**src/rtl/pixel_scheduler.sv**
```systemverilog
// pixel_scheduler: raster-order sequencer in front of depth_calculator.
// Walks every pixel of a frame, keeps Re(c)/Im(c) as running sums, launches
// one depth calculation per pixel, and forwards (x, y, depth) downstream on
// a valid/ready stream. Only one calculation is ever outstanding.

module pixel_scheduler #(
    parameter int H_RES = 640,
    parameter int V_RES = 480,
    parameter int FRAC  = 16
) (
    input  logic        sysclk,
    input  logic        reset,
    input  logic        frame_start,
    input  logic [31:0] re_min,
    input  logic [31:0] im_max,
    input  logic [31:0] step,
    output logic        frame_busy,
    output logic        frame_done,
    output logic        calc_start,
    output logic [9:0]  calc_x,
    output logic [8:0]  calc_y,
    output logic [31:0] calc_re_c,
    output logic [31:0] calc_im_c,
    input  logic        calc_done,
    input  logic [7:0]  calc_depth,
    output logic        pix_valid,
    input  logic        pix_ready,
    output logic [9:0]  pix_x,
    output logic [8:0]  pix_y,
    output logic [7:0]  pix_depth,
    output logic        pix_sof,
    output logic        pix_last
);

    // Geometry beyond the coordinate widths, or a fraction wider than the
    // word, cannot be represented; refuse to elaborate rather than wrap.
    generate
        if (H_RES < 1 || H_RES > 1024 || V_RES < 1 || V_RES > 512 ||
            FRAC < 0 || FRAC > 31) begin : g_bad_params
            $error("pixel_scheduler: H_RES/V_RES/FRAC out of range");
        end
    endgenerate

    localparam logic [2:0] ST_IDLE   = 3'd0;
    localparam logic [2:0] ST_LAUNCH = 3'd1;
    localparam logic [2:0] ST_ARM    = 3'd2;
    localparam logic [2:0] ST_WAIT   = 3'd3;
    localparam logic [2:0] ST_EMIT   = 3'd4;

    localparam logic [9:0] X_LAST = 10'(H_RES - 1);
    localparam logic [8:0] Y_LAST = 9'(V_RES - 1);

    logic [2:0]  state;
    logic [9:0]  x_pos;
    logic [8:0]  y_pos;
    logic [31:0] re_acc;
    logic [31:0] im_acc;
    logic [31:0] re_base;
    logic [31:0] step_reg;

    logic start_ok;
    logic accept;
    logic line_end;
    logic frame_end;

    // A start pulse coinciding with frame_done is dropped so a frame always
    // begins from a clean IDLE cycle.
    assign start_ok  = (state == ST_IDLE) && frame_start && !frame_done;
    assign accept    = (state == ST_EMIT) && pix_valid && pix_ready;
    assign line_end  = (x_pos == X_LAST);
    assign frame_end = line_end && (y_pos == Y_LAST);

    assign calc_start = (state == ST_LAUNCH);
    assign calc_x     = x_pos;
    assign calc_y     = y_pos;
    assign calc_re_c  = re_acc;
    assign calc_im_c  = im_acc;

    // Sequencer: launch, blind cycle, wait for result, hand off, repeat.
    always_ff @(posedge sysclk or posedge reset) begin
        if (reset) begin
            state      <= ST_IDLE;
            frame_busy <= 1'b0;
            frame_done <= 1'b0;
        end else begin
            frame_done <= 1'b0;
            case (state)
                ST_IDLE: begin
                    if (start_ok) begin
                        state      <= ST_LAUNCH;
                        frame_busy <= 1'b1;
                    end
                end
                ST_LAUNCH: state <= ST_ARM;
                ST_ARM:    state <= ST_WAIT;
                ST_WAIT: begin
                    if (calc_done) begin
                        state <= ST_EMIT;
                    end
                end
                ST_EMIT: begin
                    if (accept) begin
                        if (frame_end) begin
                            state      <= ST_IDLE;
                            frame_busy <= 1'b0;
                            frame_done <= 1'b1;
                        end else begin
                            state <= ST_LAUNCH;
                        end
                    end
                end
                default: state <= ST_IDLE;
            endcase
        end
    end

    // Position and c accumulators; frame parameters are latched only at start.
    always_ff @(posedge sysclk or posedge reset) begin
        if (reset) begin
            x_pos    <= '0;
            y_pos    <= '0;
            re_acc   <= '0;
            im_acc   <= '0;
            re_base  <= '0;
            step_reg <= '0;
        end else if (start_ok) begin
            x_pos    <= '0;
            y_pos    <= '0;
            re_acc   <= re_min;
            im_acc   <= im_max;
            re_base  <= re_min;
            step_reg <= step;
        end else if (accept) begin
            if (line_end) begin
                x_pos  <= '0;
                y_pos  <= y_pos + 9'd1;
                re_acc <= re_base;
                im_acc <= im_acc - step_reg;
            end else begin
                x_pos  <= x_pos + 10'd1;
                re_acc <= re_acc + step_reg;
            end
        end
    end

    // Output pixel register: captured from the calculator in WAIT, held until taken.
    always_ff @(posedge sysclk or posedge reset) begin
        if (reset) begin
            pix_valid <= 1'b0;
            pix_x     <= '0;
            pix_y     <= '0;
            pix_depth <= '0;
            pix_sof   <= 1'b0;
            pix_last  <= 1'b0;
        end else if (state == ST_WAIT && calc_done) begin
            pix_valid <= 1'b1;
            pix_x     <= x_pos;
            pix_y     <= y_pos;
            pix_depth <= calc_depth;
            pix_sof   <= (x_pos == 10'd0) && (y_pos == 9'd0);
            pix_last  <= line_end;
        end else if (accept) begin
            pix_valid <= 1'b0;
        end
    end

endmodule

```
**config.mk**
```make
export PLATFORM = sky130hd
export DESIGN_NAME = pixel_scheduler
export DESIGN_NICKNAME = d
export VERILOG_FILES = /design/src/rtl/pixel_scheduler.sv
export SDC_FILE = /design/constraint.sdc
export NUM_CORES = 1
export LEC_CHECK = 0
export ABC_AREA = 1
export CAP_MARGIN = 20
export CORE_MARGIN = 10
export CORE_UTILIZATION = 48
export CTS_CLUSTER_DIAMETER = 150
export DETAILED_ROUTE_END_ITERATION = 10
export PLACE_DENSITY = 0.75
export SETUP_SLACK_MARGIN = 0.1
export SLEW_MARGIN = 20
export SYNTH_ARGS = -nofsm -noshare
export SYNTH_HDL_FRONTEND = slang
export SYNTH_SLANG_ARGS = --single-unit
```
**constraint.sdc**
```tcl
create_clock -name sysclk -period 11 [get_ports sysclk]
set_clock_uncertainty 0.15 [all_clocks]
set_input_delay 1.1 -clock sysclk [delete_from_list [all_inputs] [get_ports sysclk]]
set_output_delay 1.1 -clock sysclk [all_outputs]
set_load 0.01 [all_outputs]
```
==> impl_results.rst <==
.. list-table::
   :header-rows: 1

   * - Metric
     - Value
   * - Drt drc
     - 0
   * - Commonest cells after routing, fill and taps aside
     - 566 x sky130_fd_sc_hd__nand2_1, 236 x sky130_fd_sc_hd__inv_1, 224 x sky130_fd_sc_hd__clkdlybuf4s50_1
   * - CTS H-Tree Depth
     - 4
   * - Gr ovfl total
     - 0
   * - Root buffer cell
     - sky130_fd_sc_hd__clkbuf_16
   * - Floorplan die height
     - 178.5 um
   * - Count of different cell masters after synthesis
     - 40
   * - Worst-path clk slew
     - 90 ps
   * - Library cell contributing the largest single delay on the critical path
     - sky130_fd_sc_hd__buf_4
   * - Total vias in the final route
     - 12160
   * - Final Hold Violating Endpoints
     - 0
   * - Setup Total Neg Slack
     - 0 ps
   * - Buffers from clock root to sink, at most
     - 2
   * - DRC violation total after the first TritonRoute iteration
     - 1008
   * - Slew headroom
     - 47.56%
   * - Number of antenna violations at the first check in global routing
     - 2
   * - Placeable core region
     - 0.02453 mm^2
   * - Cell seen most often among critical-path stages
     - sky130_fd_sc_hd__nand2_4
   * - FF+latch count, synth
     - 182
   * - Data arrival at the endpoint of the critical path
     - 4700 ps
   * - Average footprint of a synthesized cell
     - 6.856 um^2
   * - Average detailed-routed wire length per instance
     - 16.59 um
   * - Max-cap viol count
     - 0
   * - Maximum vdd drop
     - 0.1307 mV
   * - Most common cell after layout, fill and taps aside
     - sky130_fd_sc_hd__nand2_1
   * - Count of pins on the block boundary
     - 225
   * - Power Internal
     - 0.002558 W
   * - Period Utilization, post-route
     - 40.93%
   * - Combinational share of power
     - 64.8%
   * - Highest cell delay on the worst timing path
     - 740 ps
   * - Number of nets with antenna violations after detailed routing
     - 0
   * - Power density relative to cell area
     - 343.8 mW/mm^2
   * - Total clock buffers created by CTS
     - 17
   * - Net Count, Synth
     - 1936
   * - Fraction of layout cells with a size suffix above 1
     - 3.146%
   * - GR Util All Layers
     - 23.94%
   * - Category of cells accounting for the largest share of critical-path delay
     - simple AND/OR/NAND/NOR gates
   * - Weighted congestion at the end of routability-driven global placement
     - 0.9289
   * - Switching power as a share of total power
     - 50.86%
   * - Capturing element type of the critical path
     - register
   * - Count of buffering cells on the critical path with inverters included
     - 4
   * - Synth warnings
     - 0
   * - Result of the run
     - completed
   * - Area added between synthesis and finish
     - 25.54%
   * - Detailed-router iteration count before antenna repair
     - 5
   * - Average via count per standard cell
     - 5.294
   * - Total of cells resized after clock tree synthesis
     - 0
   * - Dominant synthesized flop cell
     - sky130_fd_sc_hd__dfrtp_1
   * - Maximum operating frequency
     - 222.1 MHz
   * - Share of the yosys chip area belonging to registers
     - 37.77%
   * - Minimum setup slack in the final design
     - 6497 ps
   * - Placement Rows
     - 57
   * - Cell Chain, Critical Path
     - clkdlybuf4s50_1, inv_1, nor2_1, nand2_4, buf_4, nand2_4, nand2_4, inv_2, nand3_1, nand2_1, nand2_1, nor2_1
   * - Sw power
     - 0.002648 W
   * - Post-Place Setup Slack
     - 6081 ps
   * - Number of buffers inserted by hold repair at cts
     - 0
   * - CTS Sinks
     - 182
   * - Type of the tightest min-delay check
     - reg -> reg
   * - Count of pins over their slew limit
     - 0
   * - Setup Viol. Count Final
     - 0
   * - Dpl hpwl
     - 29690 um
   * - Die width
     - 178.5 um
   * - Number of global-route vias before repair
     - 11600
   * - Number of enable flip-flop cells after synthesis
     - 0
   * - Minimum period implied by the final worst setup slack
     - 4503 ps
   * - Area of the mapped netlist
     - 0.01206 mm^2
   * - Number of instances in the synthesized netlist
     - 1759
   * - Clock share of power
     - 12.0%
   * - Total wire length
     - 38100 um
   * - Clock tree from TritonCTS
     - done
   * - Overall die area
     - 0.03186 mm^2
   * - Slew @ Worst Pin
     - 786.7 ps
   * - FFs w/ async S/R, synth
     - 100.0%
   * - Global-route wire length before repair
     - 61090 um
   * - Setup repair after global routing missed its margin
     - false
   * - Kind of start point of the critical path
     - input pin
   * - Leakage power of the design
     - 7.745 nW
   * - Clk_lat worst skew
     - 440 ps
   * - Count of buffers from port buffering
     - 224
   * - Initial cell density of the core
     - 49.15%
   * - # nets final
     - 2135
   * - Number of buffers added for setup after CTS
     - 0
   * - Critical path required time
     - 11190 ps
   * - Sequential Power Share
     - 23.1%
   * - Largest net degree at the start of global routing
     - 85
   * - Worst Path Class, Setup
     - in -> reg
   * - Largest fanout on the critical path
     - 82
[area by class of cell]
cell class / instances / area [um^2]
Fill cell: 2246 / 9394
Tap cell: 324 / 405.4
Multi-Input combinational cell: 1287 / 6369
Clock inverter: 15 / 180.2
Inverter: 239 / 902.1
Sequential cell: 182 / 4554
Antenna cell: 2 / 5.005
Timing Repair Buffer: 231 / 2298
Clock buffer: 17 / 425.4
[metal layers]
metal	wire, um	vias to the layer above	GRT usage (%)
li1	-	6028	-
met1	17000	5713	32.31
met2	17930	370	38.75
met3	2368	49	3.679
met4	804	0	7.406
met5	0	-	0
[final timing paths]
path	cells after the start	start	slack, ps	end
setup / recovery	12	frame_start	6500	calc_y[6]
hold / removal	2	re_base[21]	330	re_base[21]
setup reg to reg	12	state[2]	7070	calc_y[6]
hold reg to reg	2	re_base[21]	330	re_base[21]
max in group asynchronous	4	reset	8020	re_base[27]
min in group asynchronous	2	reset	870	calc_im_c[0]
[power by group through the flow]
stage / combinational [W] / sequential, W / clock (W)
2_1_floorplan: 0.00224 / 0.00120 / 0
3_3_place_gp: 0.00327 / 0.00120 / 0
3_5_place_dp: 0.00333 / 0.00121 / 0
4_1_cts: 0.00335 / 0.00120 / 0.000634
5_1_grt: 0.00381 / 0.00123 / 0.000661
6_report: 0.00337 / 0.00120 / 0.000627
[Yosys cell counts (all sizes together), types with 2 or more instances]
| master | n | area, um^2 |
|---|---|---|
| o211ai | 4 | 30.03 |
| nand3 | 111 | 555.5 |
| nor2 | 164 | 628.1 |
| nand2 | 569 | 2151 |
| xnor2 | 7 | 61.31 |
| nand4 | 13 | 96.34 |
| nand3b | 3 | 22.52 |
| xor2 | 22 | 192.7 |
| a21oi | 121 | 605.6 |
| mux2 | 9 | 101.4 |
| and2 | 2 | 12.51 |
| fa | 2 | 40.04 |
| buf | 32 | 175.2 |
| o21ai | 134 | 670.6 |
| clkbuf | 19 | 71.32 |
| inv | 239 | 897.1 |
| a221oi | 2 | 17.52 |
| nor4 | 6 | 37.54 |
| a31oi | 8 | 50.05 |
| ha | 66 | 825.8 |
| dfrtp | 182 | 4554 |
| o21bai | 9 | 67.56 |
| nor3 | 24 | 120.1 |
| or2 | 4 | 25.02 |
[tightest hold or removal path, cell delays in order, from the launching register on]
cell and delay, ps:
sky130_fd_sc_hd__dfrtp_1 320, sky130_fd_sc_hd__nand2_1 60, sky130_fd_sc_hd__nand2_1 60
[kinds of logic (layout without fill, tap and decap cells)]
logic type               count (synthesis)  in the layout  share of synthesized area [%]
other                                    0              2                              0
adder cells (fa/ha/maj)                 68             68                          7.180
multiplexers                             9              9                         0.8404
AO/OA/AOI/OAI                          283            283                          12.25
buffers and inverters                  290            502                          9.483
XOR/XNOR                                29             29                          2.106
flip-flops                             182            182                          37.77
AND/OR/NAND/NOR                        898            898                          30.37
[through the flow]
stage               total power (W)  hold WS [ps]  std cells  area, um^2  util (%)
finish                     0.005205         325.3       2297       15140     61.71
global placement           0.004474         307.3       2263       14530     59.21
detailed placement         0.004537         310.0       2263       14530     59.21
floorplan                  0.003433         293.5       1759       12060         -
CTS                        0.005182         329.5       2295       15130     61.67
global route               0.005706         351.0       2297       15140     61.71
(Power assumes the default switching activity.)
